$ cat src/rtl/ctrl_pkg.sv
// Shared encodings for the multi-cycle MIPS control FSM.
// Holds the state enum, opcode constants, datapath mux encodings and the
// instruction-class struct produced by multicycle_opclass.
package ctrl_pkg;

  typedef enum logic [3:0] {
    S_FETCH     = 4'd0,
    S_DECODE    = 4'd1,
    S_MEM_ADDR  = 4'd2,
    S_MEM_READ  = 4'd3,
    S_MEM_WB    = 4'd4,
    S_MEM_WRITE = 4'd5,
    S_R_EXEC    = 4'd6,
    S_R_WB      = 4'd7,
    S_I_EXEC    = 4'd8,
    S_I_WB      = 4'd9,
    S_BRANCH    = 4'd10,
    S_JUMP      = 4'd11
  } state_t;

  localparam logic [5:0] OP_RTYPE = 6'h00;
  localparam logic [5:0] OP_J     = 6'h02;
  localparam logic [5:0] OP_BEQ   = 6'h04;
  localparam logic [5:0] OP_BNE   = 6'h05;
  localparam logic [5:0] OP_ADDI  = 6'h08;
  localparam logic [5:0] OP_ANDI  = 6'h0c;
  localparam logic [5:0] OP_LW    = 6'h23;
  localparam logic [5:0] OP_SW    = 6'h2b;

  localparam logic [1:0] ALUOP_ADD   = 2'b00;
  localparam logic [1:0] ALUOP_SUB   = 2'b01;
  localparam logic [1:0] ALUOP_FUNCT = 2'b10;
  localparam logic [1:0] ALUOP_AND   = 2'b11;

  localparam logic [1:0] SRCB_REG  = 2'b00;
  localparam logic [1:0] SRCB_FOUR = 2'b01;
  localparam logic [1:0] SRCB_IMM  = 2'b10;
  localparam logic [1:0] SRCB_BOFF = 2'b11;

  localparam logic [1:0] PCSRC_ALU    = 2'b00;
  localparam logic [1:0] PCSRC_ALUOUT = 2'b01;
  localparam logic [1:0] PCSRC_JUMP   = 2'b10;

  // One-hot instruction class; all-zero means the opcode is not decodable.
  typedef struct packed {
    logic lw;
    logic sw;
    logic rtype;
    logic addi;
    logic andi;
    logic beq;
    logic bne;
    logic j;
  } opclass_t;

endpackage

$ cat src/rtl/multicycle_opclass.sv
// Opcode classifier for the multi-cycle control FSM.
// Ports:
//   i_opcode  - IR[31:26]
//   o_cls     - one-hot instruction class
//   o_illegal - opcode matches no supported instruction
module multicycle_opclass
  import ctrl_pkg::*;
(
  input  logic [5:0] i_opcode,
  output opclass_t   o_cls,
  output logic       o_illegal
);

  always_comb begin
    o_cls = '0;
    case (i_opcode)
      OP_LW:    o_cls.lw    = 1'b1;
      OP_SW:    o_cls.sw    = 1'b1;
      OP_RTYPE: o_cls.rtype = 1'b1;
      OP_ADDI:  o_cls.addi  = 1'b1;
      OP_ANDI:  o_cls.andi  = 1'b1;
      OP_BEQ:   o_cls.beq   = 1'b1;
      OP_BNE:   o_cls.bne   = 1'b1;
      OP_J:     o_cls.j     = 1'b1;
      default:  o_cls       = '0;
    endcase
  end

  assign o_illegal = ~|o_cls;

endmodule

$ cat src/rtl/multicycle_control.sv
// Main control FSM for the multi-cycle MIPS datapath.
// Ports:
//   i_clk, i_rst_n         - clock, async active-low reset
//   i_opcode, i_zero       - IR opcode, ALU zero flag
//   i_mem_ready            - memory access completes this cycle
//   o_PCWrite .. o_ExtOp   - datapath strobes and mux selects
//   o_Retire, o_IllegalOp  - per-instruction status pulses
//   o_State                - current state, for debug
//
// state     | meaning
// FETCH     | read instruction at PC, PC+4 into PC on mem_ready
// DECODE    | branch target into ALUOut, dispatch on opcode
// MEM_ADDR  | A + imm into ALUOut
// MEM_READ  | load from ALUOut, wait for mem_ready
// MEM_WB    | MDR into rt
// MEM_WRITE | store B to ALUOut, wait for mem_ready
// R_EXEC    | A funct B
// R_WB      | ALUOut into rd
// I_EXEC    | A op imm (add or and with zero-extend)
// I_WB      | ALUOut into rt
// BRANCH    | compare A-B, conditional PC load from ALUOut
// JUMP      | PC load from jump target
module multicycle_control
  import ctrl_pkg::*;
(
  input  logic       i_clk,
  input  logic       i_rst_n,
  input  logic [5:0] i_opcode,
  input  logic       i_zero,
  input  logic       i_mem_ready,
  output logic       o_PCWrite,
  output logic       o_IorD,
  output logic       o_MemRead,
  output logic       o_MemWrite,
  output logic       o_IRWrite,
  output logic       o_MemtoReg,
  output logic       o_RegDst,
  output logic       o_RegWrite,
  output logic       o_ALUSrcA,
  output logic [1:0] o_ALUSrcB,
  output logic [1:0] o_ALUOp,
  output logic [1:0] o_PCSource,
  output logic       o_ExtOp,
  output logic       o_Retire,
  output logic       o_IllegalOp,
  output logic [3:0] o_State
);

  state_t   r_state;
  state_t   w_nxt;
  opclass_t w_cls;
  logic     w_illegal;

  multicycle_opclass u_opclass (
    .i_opcode  (i_opcode),
    .o_cls     (w_cls),
    .o_illegal (w_illegal)
  );

  always_ff @(posedge i_clk or negedge i_rst_n) begin
    if (!i_rst_n) r_state <= S_FETCH;
    else          r_state <= w_nxt;
  end

  assign o_State = r_state;

  // Strobes are gated by i_rst_n directly so that asserting reset kills any
  // in-flight write or status pulse within the same cycle.
  always_comb begin
    w_nxt       = S_FETCH;
    o_PCWrite   = 1'b0;
    o_IorD      = 1'b0;
    o_MemRead   = 1'b0;
    o_MemWrite  = 1'b0;
    o_IRWrite   = 1'b0;
    o_MemtoReg  = 1'b0;
    o_RegDst    = 1'b0;
    o_RegWrite  = 1'b0;
    o_ALUSrcA   = 1'b0;
    o_ALUSrcB   = SRCB_REG;
    o_ALUOp     = ALUOP_ADD;
    o_PCSource  = PCSRC_ALU;
    o_ExtOp     = 1'b0;
    o_Retire    = 1'b0;
    o_IllegalOp = 1'b0;
    if (i_rst_n) begin
      case (r_state)
        S_FETCH: begin
          o_MemRead = 1'b1;
          o_ALUSrcB = SRCB_FOUR;
          o_IRWrite = i_mem_ready;
          o_PCWrite = i_mem_ready;
          w_nxt     = i_mem_ready ? S_DECODE : S_FETCH;
        end
        S_DECODE: begin
          o_ALUSrcB = SRCB_BOFF;
          if (w_cls.lw || w_cls.sw)        w_nxt = S_MEM_ADDR;
          else if (w_cls.rtype)            w_nxt = S_R_EXEC;
          else if (w_cls.addi || w_cls.andi) w_nxt = S_I_EXEC;
          else if (w_cls.beq || w_cls.bne) w_nxt = S_BRANCH;
          else if (w_cls.j)                w_nxt = S_JUMP;
          else begin
            o_IllegalOp = w_illegal;
            w_nxt       = S_FETCH;
          end
        end
        S_MEM_ADDR: begin
          o_ALUSrcA = 1'b1;
          o_ALUSrcB = SRCB_IMM;
          w_nxt     = w_cls.sw ? S_MEM_WRITE : S_MEM_READ;
        end
        S_MEM_READ: begin
          o_MemRead = 1'b1;
          o_IorD    = 1'b1;
          w_nxt     = i_mem_ready ? S_MEM_WB : S_MEM_READ;
        end
        S_MEM_WB: begin
          o_RegWrite = 1'b1;
          o_MemtoReg = 1'b1;
          o_Retire   = 1'b1;
        end
        S_MEM_WRITE: begin
          o_MemWrite = 1'b1;
          o_IorD     = 1'b1;
          o_Retire   = i_mem_ready;
          w_nxt      = i_mem_ready ? S_FETCH : S_MEM_WRITE;
        end
        S_R_EXEC: begin
          o_ALUSrcA = 1'b1;
          o_ALUOp   = ALUOP_FUNCT;
          w_nxt     = S_R_WB;
        end
        S_R_WB: begin
          o_RegWrite = 1'b1;
          o_RegDst   = 1'b1;
          o_Retire   = 1'b1;
        end
        S_I_EXEC: begin
          o_ALUSrcA = 1'b1;
          o_ALUSrcB = SRCB_IMM;
          if (w_cls.andi) begin
            o_ALUOp = ALUOP_AND;
            o_ExtOp = 1'b1;
          end
          w_nxt = S_I_WB;
        end
        S_I_WB: begin
          o_RegWrite = 1'b1;
          o_Retire   = 1'b1;
        end
        S_BRANCH: begin
          o_ALUSrcA  = 1'b1;
          o_ALUOp    = ALUOP_SUB;
          o_PCSource = PCSRC_ALUOUT;
          o_PCWrite  = w_cls.bne ? ~i_zero : i_zero;
          o_Retire   = 1'b1;
        end
        S_JUMP: begin
          o_PCSource = PCSRC_JUMP;
          o_PCWrite  = 1'b1;
          o_Retire   = 1'b1;
        end
        default: w_nxt = S_FETCH;
      endcase
    end
  end

endmodule
$ cat config.mk
export PLATFORM = sky130hd
export DESIGN_NAME = multicycle_control
export DESIGN_NICKNAME = d
export VERILOG_FILES = /design/src/rtl/ctrl_pkg.sv /design/src/rtl/multicycle_opclass.sv /design/src/rtl/multicycle_control.sv
export SDC_FILE = /design/constraint.sdc
export NUM_CORES = 1
export LEC_CHECK = 0
export ABC_AREA = 0
export CAP_MARGIN = 20
export CORE_UTILIZATION = 30
export CTS_BUF_LIST = sky130_fd_sc_hd__clkbuf_8
export DETAILED_ROUTE_END_ITERATION = 10
export PLACE_DENSITY_LB_ADDON = 0.3
export SYNTH_ARGS = -nofsm -noshare
export SYNTH_HDL_FRONTEND = slang
export SYNTH_HIERARCHICAL = 1
export SYNTH_SLANG_ARGS = --single-unit
export TNS_END_PERCENT = 50
$ cat constraint.sdc
create_clock -name i_clk -period 4.65 [get_ports i_clk]
set_input_delay 0.93 -clock i_clk [delete_from_list [all_inputs] [get_ports i_clk]]
set_output_delay 0.93 -clock i_clk [all_outputs]
set_load 0.01 [all_outputs]
==> Word-level counts from Yosys, hierarchy flattened <==
Index checks and enable logic that the tools add are counted.
Widths: inputs -> output; s select.
{ "totals": {"elab_cells": 90, "inputBits": 10, "register_bits": 4, "output_inout_bits": 22} }
{ "classes": {"mux": 57, "n_reduce_logical": 13, "n_eq_ne": 18, "bitwise": 1} }
{ "op_table": {"columns": ["cell", "count"], "rows": [
  ["$mux 1", 38],
  ["$pmux 4 s7", 1],
  ["$mux 4", 6],
  ["$eq 4x3->1 const B", 4],
  ["$eq 4x4->1 const B", 4],
  ["$eq 6x3->1 const B", 2],
  ["$eq 6x4->1 const B", 2],
  ["$eq 6x6->1 const B", 2],
  ["$pmux 2 s3", 2],
  ["$mux 3", 3],
  ["$eq 4x2->1 const B", 2],
  ["$mux 2", 4],
  ["$reduce_or 8->1", 1],
  ["$eq 6x2->1 const B", 1],
  ["$logic_not 6->1", 1],
  ["$reduce_or 2->1", 3],
  ["$reduce_or 5->1", 1],
  ["$eq 4x1->1 const B", 1],
  ["$logic_not 4->1", 1],
  ["$pmux 2 s2", 1],
  ["$reduce_or 4->1", 1],
  ["$logic_or 1x1->1", 3],
  ["$pmux 1 s3", 1],
  ["$reduce_or 3->1", 1],
  ["3 further kinds", 3]
]} }

==> Longest topological paths before layout <==
{ "depth": {"ltp_word": 11, "ltp_mapped": 7, "ltp_nobuf": 7} }

==> Hierarchy <==
Netlist, hierarchy kept.
{ "by_module_without_submodules": {"columns": ["mod", "n_inst", "seq_area_each_um2", "area_per_inst_um2", "cells_each"], "rows": [
  ["multicycle_control", 1, 100.1, 610.6, 98],
  ["multicycle_opclass", 1, 0.0, 113.9, 21]
]} }

==> Worst setup path before layout <==
OpenSTA, ideal clock, no wires.
{ "synth_path": {"kind": "input -> output", "from": "in i_opcode[5]", "to": "out o_IllegalOp", "arrival_time_ns": 2.102, "setup_slack_ns": 1.618, "path_stages": 5, "n_path_buf": 0, "t_required_ns": 3.720, "cell_sequence": "nor2_1 > nand2_1 > nor2_1 > or4_1 > nor4_1"} }
{ "synth_lines": {"columns": ["element", "line", "text"], "rows": [
  ["start, declared", "multicycle_control.sv:28", "input logic [5:0] i_opcode,"],
  ["end, declared", "multicycle_control.sv:45", "output logic o_IllegalOp,"]
]} }

==> flow_metrics.py <==
metrics = {
    "worst_setup_path": {
        "reg2reg_from": "o_State[0]$_DFF_PN0_",
        "arrival_ns": 3.15,
        "crit_path_top_delay_cell": "clkdlybuf4s50_1",
        "critPathMaxFanout": 7,
        "r2r-end": "o_State[2]$_DFF_PN0_",
        "endpoint_kind": "output pin",
        "crit_type": "input pin to output pin",
        "crit_top_cell": "clkdlybuf4s50_1",
        "cp-start-kind": "input pin",
        "worst_path_largest_cell_delay_ns": 0.58,
        "required_ns": 3.72,
        "r2r_slack_ns": 2.89,
        "ff2ff_path_depth": 4,
        "crit_chain": "clkdlybuf4s50_1 -> nand2b_2 -> nor3_1 -> or4_1 -> nor4_1 -> clkdlybuf4s50_1",
    },
    "clock_tree": {
        "cts-htree-levels": 1,
        "clkSinkCount": 4,
        "path_clk_slew_ns": 0.03,
        "insertion_delay_ns": 0.22,
        "cts_resized": 0,
        "cts_root_buf": "clkbuf_8",
        "cts_tree": "yes",
        "ctsLongestPathBuffers": 2,
        "post-cts-setup-buffer-count": 0,
        "cts_buffers": 3,
        "hold_buffers": 0,
    },
    "placed_design": {
        "dp_hpwl_um": 1510,
        "port_buffers": 31,
        "place.gp.congestion": 0.809,
        "postPlaceCellArea_um2": 1040,
    },
    "hold_path": {
        "whs_endpoint": "o_State[0]$_DFF_PN0_",
        "min_from": "o_State[0]$_DFF_PN0_",
        "holdPathStages": 3,
        "hp-class": "register to register",
    },
    "die": {
        "rows": 17,
        "start_util_pct": 32.1,
        "die_x_um": 51.1,
        "die_area_um2": 2620,
        "io_pins": 32,
        "core-area_um2": 2250,
        "die_h_um": 51.1,
    },
    "finish": {
        "n_antenna_cell": 0,
        "area_growth_pct": 49.1,
        "final_area_um2": 1080,
        "fillCellCount": 249,
        "final_nets": 158,
        "largest_register_ffs": 4,
        "drive_above_1_share_pct": 4.79,
    },
    "drt": {
        "drtPass1Iterations": 4,
        "wl_per_cell_um": 11.9,
        "viasPerCell": 5.28,
        "drt_iter0_drc": 23,
        "drt-total-wl_um": 2070,
        "drc": 0,
        "postRouteAntennaNets": 0,
        "vias": 919,
    },
    "timing": {
        "rsz0062_at_grt": "false",
        "max_freq_ghz": 0.245,
        "finalCritPeriodShare_pct": 87.8,
        "hold_viol": 0,
        "setup_tns_ns": 0,
        "slew_headroom_pct": 55.2,
        "tightest_slew_ns": 0.672,
        "finClkSkew_ns": 0.00320,
        "slew_violations": 0,
        "min_period_ns": 4.08,
        "setup_violations": 0,
    },
    "synth": {
        "synth_area_um2": 724,
        "yosys.area.top_type": "dfrtp_1",
        "synth_ff_type": "dfrtp_1",
        "synth_top_area_share_pct": 13.8,
        "ys_async_sr_fraction_pct": 100,
        "synth-edff-count": 0,
        "yosys_warnings": 6,
        "mappedNetlistNets": 129,
        "synth.distinct_cells": 40,
        "synthTopCellsByArea": "dfrtp_1, nor2_1, nand2_1",
        "seq_area_frac_synth_pct": 13.8,
        "postSynthRegisterBits": 4,
        "avgSynthCellArea_um2": 6.09,
        "netlist_instances": 119,
    },
    "global_route": {
        "grtUsageTotal_pct": 16.3,
        "antenna_found_initial": 0,
        "grt_pass1_vias": 750,
        "grt_max_degree": 23,
        "grt_pass1_wl_um": 3200,
        "overflow": 0,
    },
    "power_and_ir_drop": {
        "power.density_nw_per_um2": 148,
        "power.leakage_nw": 0.372,
        "p_total_mw": 0.160,
        "vdd_drop_max_mv": 0.112,
    },
    "run": {
        "cap_violations": 0,
    },
    "run_status": {
        "status": "completed",
    },
}
## cell usage in the layout, fill, tap and decap left out, types with 2 or more instances in the layout
cell type,netlist,layout
nor4_1,3,3
nor3b_1,2,2
xnor2_1,2,2
nand2_1,20,20
nand3_1,2,2
nor2_1,24,24
inv_1,3,3
clkbuf_8,0,3
clkdlybuf4s50_1,0,31
nand2b_1,2,2
a21oi_1,8,8
dfrtp_1,4,4
nor3_1,10,10
o21ai_0,2,2
nor2b_1,4,4
nand4b_1,2,2
## kinds of logic after synthesis
group | count (synthesis) | synth area share, %
flip-flops | 4 | 13.8
AND/OR/NAND/NOR | 78 | 54.4
AO/OA/AOI/OAI | 23 | 21.8
XOR/XNOR | 3 | 3.63
buffers and inverters | 11 | 6.39
## cells in the mapped netlist (2+ instances only)
| cell type | n |
|---|---|
| buf_2 | 4 |
| xnor2_1 | 2 |
| nor2b_1 | 4 |
| nand2_1 | 20 |
| nand2b_1 | 2 |
| a21oi_1 | 8 |
| dfrtp_1 | 4 |
| clkbuf_1 | 3 |
| nor3b_1 | 2 |
| nand4b_1 | 2 |
| nor4_1 | 3 |
| nor2_1 | 24 |
| nand3_1 | 2 |
| o21ai_0 | 2 |
| inv_1 | 3 |
| nor3_1 | 10 |
## power by group
group | leakage, nW | switching (mW) | internal (mW)
logic | 0.295 | 0.0241 | 0.0244
clock network | 0.0216 | 0.0165 | 0.0550
registers | 0.0549 | 0.00414 | 0.0359
total | 0.372 | 0.0448 | 0.115
## worst max path at each step
stage | startpoint | depth (start not counted) | slack [ns] | end
after floorplan | i_opcode[5] | 5 | 1.62 | o_IllegalOp
after CTS | i_opcode[3] | 6 | 0.55 | o_IllegalOp
after global routing | i_opcode[3] | 6 | 0.43 | o_IllegalOp
final | i_opcode[3] | 6 | 0.57 | o_IllegalOp
after global placement | i_opcode[3] | 6 | 0.58 | o_IllegalOp
after detailed placement | i_opcode[3] | 6 | 0.58 | o_IllegalOp
## layout make-up
type	instances	area [um^2]	area share (%)
multi-input cells	104	578	53.5
repair buffers	31	310	28.7
flip-flops and latches	4	100	9.27
clock buffers	3	41.3	3.82
well taps	28	35.0	3.24
inverters	4	15.0	1.39
## critical path, delay by kind of cell
| kind | cells | cell delay [ns] |
|---|---|---|
| and+or+nand+nor | 4 | 1.06 |
| buffers and inverters | 2 | 1.16 |
## stage by stage
step / setup WS, ns / cells / hold WS [ns] / utilization (%)
floorplan: 1.62 / 119 / 0.634 / -
global placement: 0.585 / 171 / 0.938 / 46.1
detailed placement: 0.579 / 171 / 0.933 / 46.1
CTS: 0.554 / 174 / 0.941 / 47.9
global route: 0.432 / 174 / 0.996 / 47.9
finish: 0.567 / 174 / 0.944 / 47.9
## per-layer routing
metal	track usage, %	up-vias	routed length (um)
met1	18.4	398	967
met5	0	-	0
met2	28.7	32	947
met4	8.33	0	38
li1	-	484	-
met3	3.27	5	115
Power figures use the tool's default switching activity.
==> edit (same flow settings) <==
Reset style: synchronous (`i_rst_n`), changed in one clocked block. Comments in the files are not updated.
--- a/src/rtl/multicycle_control.sv
+++ b/src/rtl/multicycle_control.sv
@@ -57,7 +57,7 @@
     .o_illegal (w_illegal)
   );
 
-  always_ff @(posedge i_clk or negedge i_rst_n) begin
+  always_ff @(posedge i_clk) begin
     if (!i_rst_n) r_state <= S_FETCH;
     else          r_state <= w_nxt;
   end
Check against the original RTL: differs if i_rst_n is asserted again (counterexample within 4 cycles, from zero or initial values and one cycle with i_rst_n low); with i_rst_n held inactive, the same outputs for 10 cycles.
==> edit against the original RTL <==
Sequential cell count did not move. Worst setup slack improved by 47 ps. Final area fell by 0.70%. Register-to-register slack better by 130 ps. Combinational power increased by 1%. First-iteration DRC count is 17% lower. Wire length fell by 5.1%. Area after synthesis grew 1.2%. Total power fell by 0.11%. Utilization down 0.33 points. Worst hold slack lost 140 ps. Final cell count down 1.1%. Critical path type unchanged. Largest cell class unchanged.
==> edit: results (changes against the original RTL) <==
[synthesis]
synth_area_leaders=nor2_1 11%, dfxtp_1 11%, nand2_1 8.2%  ; was dfrtp_1 14%, nor2_1 12%, nand2_1 10%
synth-async-reset-ratio=0  ; was 1.00
synth_warnings=6  ; unchanged
seq_area_frac_synth=0.109  ; was 0.138
ys.flop_type=dfxtp_1  ; was dfrtp_1
synth_compound_area_frac=0.241  ; was 0.218
yosys-top-cells-count=22 x nor2_1, 16 x nand2_1, 9 x nor3_1  ; was 24 x nor2_1, 20 x nand2_1, 10 x nor3_1
synth_cell_types=42  ; was 40
synthAdderAreaFrac=0  ; unchanged
postSynthAreaPerCell_um2=6.21  ; was 6.09 um2
synthXorXnorAreaFrac=0.0358  ; was 0.0363
synth.area.mux_share=0  ; unchanged
synth_fp_nets=128  ; was 129

[status]
status=completed  ; unchanged

[clock_tree]
cts.clk_slew.worst_paths_ps=30  ; about the same
cts_setup_buffers=0  ; unchanged
cts.htree.levels=1  ; unchanged
cts_buffers=3  ; unchanged
cts_resized=0  ; unchanged
clock_latency_ps=210
cts_buffer_depth=2  ; unchanged
cts_root_buffer=clkbuf_8  ; unchanged

[layout]
stdcell_count=172  ; was 174
largest_reg_flops=4  ; unchanged
diodes=0  ; unchanged
drive_gt1_frac=0.0556  ; was 0.0479
nets=156  ; was 158
fillers=236  ; was 249

[global_routing]
grt_max_degree=22  ; was 23
grt_usage=0.157  ; was 0.163
grt_pass1_wl_um=3230  ; was 3200 um
grt_pass1_vias=758  ; was 750
antenna_found_initial=0  ; unchanged

[route]
drtIter0Drc=19  ; was 23
firstDrtPassIters=4  ; unchanged
dr_total_vias=909  ; was 919
drt-total-wl_um=1960  ; was 2070 um

[setup_path]
max_stage_delay_ps=560  ; was 580 ps
worstPathMaxFanout=6  ; was 7
worst_path_max_delay_cell=clkdlybuf4s50_1  ; unchanged
cp.arrival_ps=3110  ; was 3150 ps
cp_top_family=buffers and inverters  ; unchanged

[hold_path]
hp-class=flop to flop  ; unchanged

[power]
p_leak_uw=0.000361  ; was 0.000372 uW
peakVddDrop_mv=0.103  ; was 0.112 mV

[place]
hpwlAfterDp_um=1520  ; was 1510 um
dp_cells=169  ; was 171
gp_congestion=0.758  ; was 0.809
port-buffer-count=31  ; unchanged

[sta]
slew_headroom=0.535  ; was 0.552
final.setup_skew_ps=4.60  ; was 3.20 ps

-- edit: per-layer routing --
layer / share of wire / vias up / track usage
li1: - / 479 / -
met1: 0.46 / 407 / 0.194
met2: 0.49 / 23 / 0.286
met3: 0.044 / 0 / 0.0208
met4: 0 / 0 / 0.0270
met5: 0 / - / 0
-- edit: per-stage QoR --
stage	cell area (um2)	hold WS [ps]	setup slack, ps	total power, uW
final	1070	801	614	160
after global routing	1070	863	495	171
after CTS	1070	808	614	162
after detailed placement	1030	803	615	89.3
after global placement	1030	798	635	88.9
after floorplan	733	615	1730	65.7
-- edit: worst register-to-register path, delay by kind of cell (launching register included) --
kind	cells	cell delay, ps
simple gates	1	190
flops	1	760
compound gates	3	570
-- edit: where the power goes --
group / switching, uW / internal (uW) / leakage, uW / total [uW]
combinational: 23.4 / 25.8 / 0.000307 / 49.2
sequential: 3.92 / 35.5 / 0.0000325 / 39.5
clock: 16.3 / 55.0 / 0.0000216 / 71.3
-- edit: final timing paths --
path,cells past startpoint,endpoint,from,slack [ps]
hold reg to reg,3,o_State[1]$_SDFF_PN0_,o_State[0]$_SDFF_PN0_,800
setup / recovery,8,o_IllegalOp,i_opcode[1],610
setup reg to reg,4,o_State[0]$_SDFF_PN0_,o_State[2]$_SDFF_PN0_,3020
hold / removal,3,o_State[1]$_SDFF_PN0_,o_State[0]$_SDFF_PN0_,800
-- edit: layout make-up --
type                            instances  area, um2  area share
Inverter                                4       15.0      0.0140
Clock buffer                            3       41.3      0.0385
Timing Repair Buffer                   31        310       0.289
Multi-Input combinational cell        102        591       0.551
Tap cell                               28       35.0      0.0327
Sequential cell                         4       80.1      0.0747
